**config.mk**
```make
export PLATFORM = sky130hd
export DESIGN_NAME = piso_framer_flat
export DESIGN_NICKNAME = d
export VERILOG_FILES = /design/src/rtl/piso_pkg.sv /design/src/rtl/piso_framer_if.sv /design/src/rtl/piso_gap_timer.sv /design/src/rtl/piso_framer.sv /design/src/flat_wrapper.sv
export SDC_FILE = /design/constraint.sdc
export NUM_CORES = 1
export LEC_CHECK = 0
export ABC_AREA = 1
export CAP_MARGIN = 20
export CORE_UTILIZATION = 45
export CTS_CLUSTER_SIZE = 20
export DETAILED_ROUTE_END_ITERATION = 10
export GPL_ROUTABILITY_DRIVEN = 1
export PLACE_DENSITY = 0.77
export SLEW_MARGIN = 5
export SYNTH_ARGS = -nofsm -noshare
export SYNTH_HDL_FRONTEND = slang
export SYNTH_SLANG_ARGS = --single-unit
```
**constraint.sdc**
```tcl
create_clock -name clk -period 3.45 [get_ports clk]
set_input_delay 0.5175 -clock clk [delete_from_list [all_inputs] [get_ports clk]]
set_output_delay 0.5175 -clock clk [all_outputs]
set_load 0.05 [all_outputs]
```
**src/rtl/piso_pkg.sv**
```systemverilog
// piso_framer shared package: FSM state encoding, default
// parameters and counter sizing helper.
package piso_pkg;

   localparam int DEF_WIDTH      = 4;
   localparam int DEF_GAP_CYCLES = 2;

   typedef enum logic [1:0] {
      IDLE   = 2'd0,
      SHIFT  = 2'd1,
      GAP    = 2'd2,
      PARITY = 2'd3
   } state_t;

   // Bit counter width; never below one bit.
   function automatic int cnt_width(input int w);
      return (w > 2) ? $clog2(w) : 1;
   endfunction

endpackage

```
**src/rtl/piso_framer_if.sv**
```systemverilog
// piso_framer bus: upstream word handshake plus the serial
// stream towards the shift register stage.
interface piso_framer_if
   import piso_pkg::*;
#(
   parameter int WIDTH = DEF_WIDTH
);

   logic             in_valid;
   logic [WIDTH-1:0] in_data;
   logic             in_ready;
   logic             ser_data;
   logic             ser_valid;
   logic             frame_done;

   modport master (
      output in_valid,
      output in_data,
      input  in_ready,
      input  ser_data,
      input  ser_valid,
      input  frame_done
   );

   modport slave (
      input  in_valid,
      input  in_data,
      output in_ready,
      output ser_data,
      output ser_valid,
      output frame_done
   );

endinterface

```
**src/rtl/piso_gap_timer.sv**
```systemverilog
// Loadable 4-bit down-counter; o_done is high once the count
// has reached zero. It saturates at zero instead of wrapping.
module piso_gap_timer (
   input  logic       clk,
   input  logic       rst,
   input  logic       i_load,
   input  logic [3:0] i_value,
   output logic       o_done
);

   logic [3:0] r_cnt;

   // Load on request, otherwise count down and hold at zero.
   always_ff @(posedge clk or posedge rst) begin
      if (rst) begin
         r_cnt <= 4'd0;
      end else if (i_load) begin
         r_cnt <= i_value;
      end else if (r_cnt != 4'd0) begin
         r_cnt <= r_cnt - 4'd1;
      end
   end

   assign o_done = (r_cnt == 4'd0);

endmodule

```
**src/rtl/piso_framer.sv**
```systemverilog
// Parallel-in/serial-out framer, MSB first, with idle gap.
// Optional even-parity bit: define PIS_FRAMER_PARITY_EN.
module piso_framer
   import piso_pkg::*;
#(
   parameter int WIDTH      = DEF_WIDTH,
   parameter int GAP_CYCLES = DEF_GAP_CYCLES
) (
   input logic         clk,
   input logic         rst,
   piso_framer_if.slave bus
);

   localparam int CW = cnt_width(WIDTH);
   localparam logic [CW-1:0] LAST_IDX = CW'(WIDTH - 1);
   localparam logic HAS_GAP = (GAP_CYCLES > 0);
   localparam logic [3:0] GAP_LOAD =
      (GAP_CYCLES > 0) ? 4'(GAP_CYCLES - 1) : 4'd0;

   state_t           r_state;
   logic [WIDTH-1:0] r_word;
   logic [CW-1:0]    r_cnt;
   logic             r_ser_data;
   logic             r_ser_valid;
   logic             r_frame_done;

   logic             w_accept;
   logic [CW-1:0]    w_cnt_nx;
   logic             w_gap_load;
   logic             w_gap_done;

   assign w_accept = (r_state == IDLE) && bus.in_valid;
   assign w_cnt_nx = r_cnt - CW'(1);

`ifdef PIS_FRAMER_PARITY_EN
   assign w_gap_load = HAS_GAP && (r_state == PARITY);
`else
   assign w_gap_load = HAS_GAP && (r_state == SHIFT)
                       && (r_cnt == '0);
`endif

   piso_gap_timer u_gap (
      .clk     (clk),
      .rst     (rst),
      .i_load  (w_gap_load),
      .i_value (GAP_LOAD),
      .o_done  (w_gap_done)
   );

   // Framer FSM; every output is registered so the bit shown in
   // a cycle is the one chosen at the preceding edge.
   always_ff @(posedge clk or posedge rst) begin
      if (rst) begin
         r_state      <= IDLE;
         r_word       <= '0;
         r_cnt        <= '0;
         r_ser_data   <= 1'b0;
         r_ser_valid  <= 1'b0;
         r_frame_done <= 1'b0;
      end else begin
         r_frame_done <= 1'b0;
         unique case (r_state)
            IDLE: begin
               if (w_accept) begin
                  r_word      <= bus.in_data;
                  r_cnt       <= LAST_IDX;
                  r_ser_data  <= bus.in_data[WIDTH-1];
                  r_ser_valid <= 1'b1;
                  r_state     <= SHIFT;
               end else begin
                  r_ser_data  <= 1'b0;
                  r_ser_valid <= 1'b0;
               end
            end
            SHIFT: begin
               if (r_cnt != '0) begin
                  r_cnt      <= w_cnt_nx;
                  r_ser_data <= r_word[w_cnt_nx];
`ifdef PIS_FRAMER_PARITY_EN
                  r_frame_done <= 1'b0;
`else
                  r_frame_done <= (w_cnt_nx == '0);
`endif
               end else begin
`ifdef PIS_FRAMER_PARITY_EN
                  r_ser_data   <= ^r_word;
                  r_frame_done <= 1'b1;
                  r_state      <= PARITY;
`else
                  r_ser_data  <= 1'b0;
                  r_ser_valid <= 1'b0;
                  r_state     <= HAS_GAP ? GAP : IDLE;
`endif
               end
            end
`ifdef PIS_FRAMER_PARITY_EN
            PARITY: begin
               r_ser_data  <= 1'b0;
               r_ser_valid <= 1'b0;
               r_state     <= HAS_GAP ? GAP : IDLE;
            end
`endif
            GAP: begin
               r_ser_data  <= 1'b0;
               r_ser_valid <= 1'b0;
               if (w_gap_done) begin
                  r_state <= IDLE;
               end
            end
            default: begin
               r_ser_data  <= 1'b0;
               r_ser_valid <= 1'b0;
               r_state     <= IDLE;
            end
         endcase
      end
   end

   assign bus.in_ready   = (r_state == IDLE);
   assign bus.ser_data   = r_ser_data;
   assign bus.ser_valid  = r_ser_valid;
   assign bus.frame_done = r_frame_done;

endmodule
```
**src/flat_wrapper.sv**
```systemverilog
// flat-port wrapper written by rule: the top's interface ports become plain ports
module piso_framer_flat import piso_pkg::*;
#(
   parameter int WIDTH      = DEF_WIDTH,
   parameter int GAP_CYCLES = DEF_GAP_CYCLES
)
  (clk, rst, bus_in_valid, bus_in_data, bus_in_ready, bus_ser_data, bus_ser_valid, bus_frame_done);
  piso_framer_if #(.WIDTH(WIDTH)) bus_i ();
  input logic clk;
  input logic rst;
  input wire logic [$bits(bus_i.in_valid)-1:0] bus_in_valid;
  input wire logic [$bits(bus_i.in_data)-1:0] bus_in_data;
  output wire logic [$bits(bus_i.in_ready)-1:0] bus_in_ready;
  output wire logic [$bits(bus_i.ser_data)-1:0] bus_ser_data;
  output wire logic [$bits(bus_i.ser_valid)-1:0] bus_ser_valid;
  output wire logic [$bits(bus_i.frame_done)-1:0] bus_frame_done;
  assign bus_i.in_valid = bus_in_valid;
  assign bus_i.in_data = bus_in_data;
  assign bus_in_ready = bus_i.in_ready;
  assign bus_ser_data = bus_i.ser_data;
  assign bus_ser_valid = bus_i.ser_valid;
  assign bus_frame_done = bus_i.frame_done;
  piso_framer #(.WIDTH(WIDTH), .GAP_CYCLES(GAP_CYCLES)) u_core (.clk(clk), .rst(rst), .bus(bus_i));
endmodule
```
======== Yosys cells after proc, flatten, opt, wreduce, memory -nomap -nowiden ========
Cells that the tools add are included.
operators by class
  add/sub/neg operators ................... 2
  order comparisons ....................... 1
  eq/ne operators ......................... 6
  multiplexer cells ....................... 19
  reductions and logical operators ........ 13
operator list
  kind                   count
  $mux W2                5
  $mux W4                2
  $mux W1                7
  $logic_not A2 Y1       3
  $ne A2 B2 Y1 const B   3
  $pmux W2 S3            1
  $reduce_and A3 Y1      2
  $reduce_bool A2 Y1     3
  $logic_not A4 Y1       1
  $pmux W1 S2            2
  $pmux W2 S2            1
  $reduce_bool A4 Y1     1
  $sub A4 B1 Y4 const B  1
  $lt A2 B3 Y1 const B   1
  $bmux W1 S2            1
  $eq A2 B1 Y1 const B   1
  $eq A2 B2 Y1 const B   1
  $logic_and A1 B1 Y1    2
  $ne A2 B1 Y1 const B   1
  $reduce_and A2 Y1      1
  $sub A2 B1 Y2 const B  1
word-level totals
  register bits ........................... 15
  input port bits ......................... 7
  output and inout port bits .............. 4
  logic and storage cells ................. 48

======== Logic depth before layout (Yosys ltp) ========
  word-level depth ........................ 5
  depth in mapped cells ................... 7
  mapped depth without buffers ............ 7

======== Cells and area by module ========
From an unflattened synthesis, not the netlist that was laid out.
second synthesis, totals
  cell total of the unflattened synthesis .. 100
  area, all modules ....................... 842.1 µm²
by module, submodules not included
  module          instances  cells an instance  area each (µm²)  sequential area each (µm²)
  piso_framer     1          62                 583.1            275.3
  piso_gap_timer  1          38                 259.0            100.1

======== Worst setup path before layout ========
Ideal clock, no wire load.
  path kind ............................... register to output
  from .................................... reg u_core.r_state[1]
  to ...................................... out bus_in_ready
  arrival time ............................ 859 ps
  required time ........................... 2,932 ps
  slack ................................... 2,074 ps
  stages on the path, launching flop included .. 2
  buffers on the path ..................... 0
  cells stage by stage .................... dfrtp_1 nor2_2
between the ends
  cells in the longest elaborated chain, start to end .. 1
RTL lines
  what                    line                source
  start, declared         piso_framer.sv:20   state_t r_state;
  start signal, assigned  piso_framer.sv:92   r_state <= HAS_GAP ? GAP : IDLE;
  $logic_not A2 Y1        piso_framer.sv:119  assign bus.in_ready = (r_state == IDLE);
  end, declared           flat_wrapper.sv:13  output wire logic [$bits(bus_i.in_ready)-1:0] bus_in_ready;
Every way passes these cells.

======== Final worst setup path ========
  from .................................... reg u_core.r_state[0]
  to ...................................... out bus_in_ready
Same word-level chain as after synthesis.

==> impl_metrics.csv <==
group,metric,value,unit
synthesis,seq_area_frac_synth,53.48,%
clocking,clock-sinks,15,
synthesis,synth_warnings,0,
floorplanning,num_rows,13,
routing,dr.pass1.iters,4,
worst_setup_path,critPathSlowestCell,"clkdlybuf4s50_1",
timing,fin_crit_sh,63.16,%
floorplanning,die_w,41.50,um
synthesis,syn_inst,85,
synthesis,yosysTopAreaCell,"dfrtp_1",
worst_setup_path,crit_chain,"nor2_2 > clkdlybuf4s50_1",
worst_setup_path,crit_path_end_kind,"output port",
floorplanning,initial_utilization,50.77,%
cells_and_area,antenna_cells,0,
power_and_ir_drop,p_leak,0.4548,nW
clocking,postCtsHoldBufs,0,
placed_design,dp_cells,110,
timing,finalHoldViolations,0,
synthesis,synth_top_area_share,53.48,%
power_and_ir_drop,combPwrFrac,51.7,%
power_and_ir_drop,intPower,461.6,uW
floorplanning,num_io_pins,11,
timing,grt_setup_unrepaired,"no",
worst_setup_path,critPathMaxFanout,3,
synthesis,ys_ff_latch,15,
global_route,grt_pass1_vias,579,
timing,worst_slew_pin_slew,570.9,ps
routing,drt_iter0_drc,16,
power_and_ir_drop,power.share.clock,12.1,%
placed_design,place.port_buffers,10,
floorplanning,die_y,41.50,um
global_route,grt_max_degree,16,
clocking,htree_levels,1,
routing,ant_nets,0,
power_and_ir_drop,power_density,1002,nW/um^2
floorplanning,die-area,1722,um^2
placed_design,hpwl,931.1,um
cells_and_area,layout.nets,110,
worst_setup_path,critPathLaunchType,"flop",
worst_hold_path,hold_path.class,"reg -> reg",
routing,viasPerCell,4.974,
synthesis,synth_fp_nets,95,
timing,clock.fmax,458.9,MHz
worst_setup_path,crit_required,2930,ps
clocking,cts_resized,0,
timing,setup_tns,0,ps
placed_design,globalplace.congestion,0.7947,
synthesis,synth_area_per_cell,8.258,um^2
global_route,antenna_found_initial,0,
global_route,gr-total-overflow,0,
cells_and_area,final_cells,114,
timing,fin_skew,5.253,ps
worst_setup_path,cp.arrival,1660,ps
clocking,path_clk_slew,80,ps
cells_and_area,fillers,137,
timing,fin_hold_ws,496.5,ps
global_route,grt_pass1_wl,2297,um
floorplanning,core_area,1383,um^2
synthesis,synth_area,701.9,um^2
routing,routed_wirelength,1253,um
timing,drv_slew,0,
clocking,numCtsBuffers,3,
synthesis,netlist_top_cells_area,"dfrtp_1 (53%), nand2_1 (12%), inv_1 (8.0%)",
status,status,"complete, no violations",
synthesis,synthDistinctLibCells,14,
power_and_ir_drop,finalPower,848.4,uW
clocking,clock_latency,290,ps
timing,max-slew-margin-rel,61.90,%
clocking,cts-root-buf,"clkbuf_4",
clocking,cts_setup_buffers,0,
global_route,grt_use_total,17.79,%
routing,wl_per_cell,10.99,um
routing,vias,567,
worst_setup_path,slowest_delay,810,ps
worst_setup_path,crit_type,"reg -> out",
power_and_ir_drop,p_sw_share,45.59,%
timing,setup_viol,0,
clocking,clockBufferDepth,2,
job,cap_violations,0,
power_and_ir_drop,switching_power,386.8,uW
power_and_ir_drop,ir_drop,519.7,uV
timing,period_minus_slack,2179,ps
cells_and_area,drive_gt1_share,9.091,%
routing,drc_errors,0,
power_and_ir_drop,p_seq_share,36.2,%
cells_and_area,synthToLayoutAreaGrowth,20.68,%
clocking,cts_tree,"built",
## final timing paths
kind	startpoint	endpoint	slack, ps	cells after the start
worst min-delay path	u_core.bus.ser_valid	u_core.bus.ser_valid	500	2
worst max register to register	u_core.r_cnt[0]	u_core.r_cnt[1]	2220	5
worst max-delay path	u_core.r_state[0]	bus_in_ready	1270	2
worst min register to register	u_core.bus.ser_valid	u_core.bus.ser_valid	500	2
max in group asynchronous	rst	u_core.r_word[2]	2500	2
min in group asynchronous	rst	u_core.r_word[3]	570	2
## layout by cell type (no fill, tap or decap)
cell,count
clkbuf_1,1
inv_1,15
xnor2_1,1
ha_1,3
a21oi_1,1
nor2_2,2
clkdlybuf4s50_1,10
o21ai_0,5
nor2_1,8
nand3_1,6
nand2_2,3
clkbuf_4,3
dfrtp_1,15
o21ai_1,1
nand3b_1,1
nand2_1,23
inv_2,1
## cells by family (layout without fill, tap and decap cells)
kind of cell	count (synthesis)	in the layout	synth area share, %
AOI/OAI and AO/OA	7	7	4.989
xor gates and xnor gates	1	1	1.248
adders and majority gates	3	3	5.348
buffers and inverters	16	30	8.555
DFF	15	15	53.48
and+or+nand+nor	43	43	26.38
## per-stage QoR
step	worst slack [ps]	instance area [um^2]	utilization, %
global placement	1607	820.8	59.37
global route	1191	847.1	61.27
floorplan	2074	701.9	-
finish	1271	847.1	61.27
detailed placement	1579	820.8	59.37
CTS	1255	847.1	61.27
## metal layers
layer / global-route usage, % / wire length, um / vias to the layer above
met5: 0 / 0 / -
met4: 11.61 / 33 / 0
met3: 4.348 / 48 / 5
met2: 28.44 / 599 / 16
met1: 21.14 / 571 / 261
li1: - / - / 285
## cells in the mapped netlist, drive strengths merged
cell / count
a21oi: 1
nand3b: 1
ha: 3
o21ai: 6
nand3: 6
xnor2: 1
dfrtp: 15
nor2: 10
nand2: 26
inv: 16
## power by group through the flow
stage / clock network (mW) / logic, mW / registers [mW]
final: 0.103 / 0.439 / 0.307
after global routing: 0.115 / 0.495 / 0.315
after CTS: 0.107 / 0.443 / 0.307
after detailed placement: 0 / 0.439 / 0.311
after global placement: 0 / 0.428 / 0.304
after floorplan: 0 / 0.283 / 0.351
## cell type report
type	count	area (um^2)	share of cell area [%]
multi-input cells	54	266.5	31.46
inverters	16	60.06	7.090
well taps	15	18.77	2.216
clock buffers	4	26.28	3.102
flip-flops and latches	15	375.4	44.31
repair buffers	10	100.1	11.82
## flip-flops by register name, indices dropped and copies added, names as in the netlist
signal	flops
u_core.bus.ser_valid	1
u_core.r_word	4
u_core.u_gap.r_cnt	4
u_core.bus.frame_done	1
u_core.bus.ser_data	1
u_core.r_cnt	2
u_core.r_state	2
## worst max-delay path, delay by kind of cell (launching register included)
family	cells	cell delay, ps
DFF	1	420
and+or+nand+nor	1	150
buffers and inverters	1	810
No activity file was read; power rests on OpenSTA's default activity.
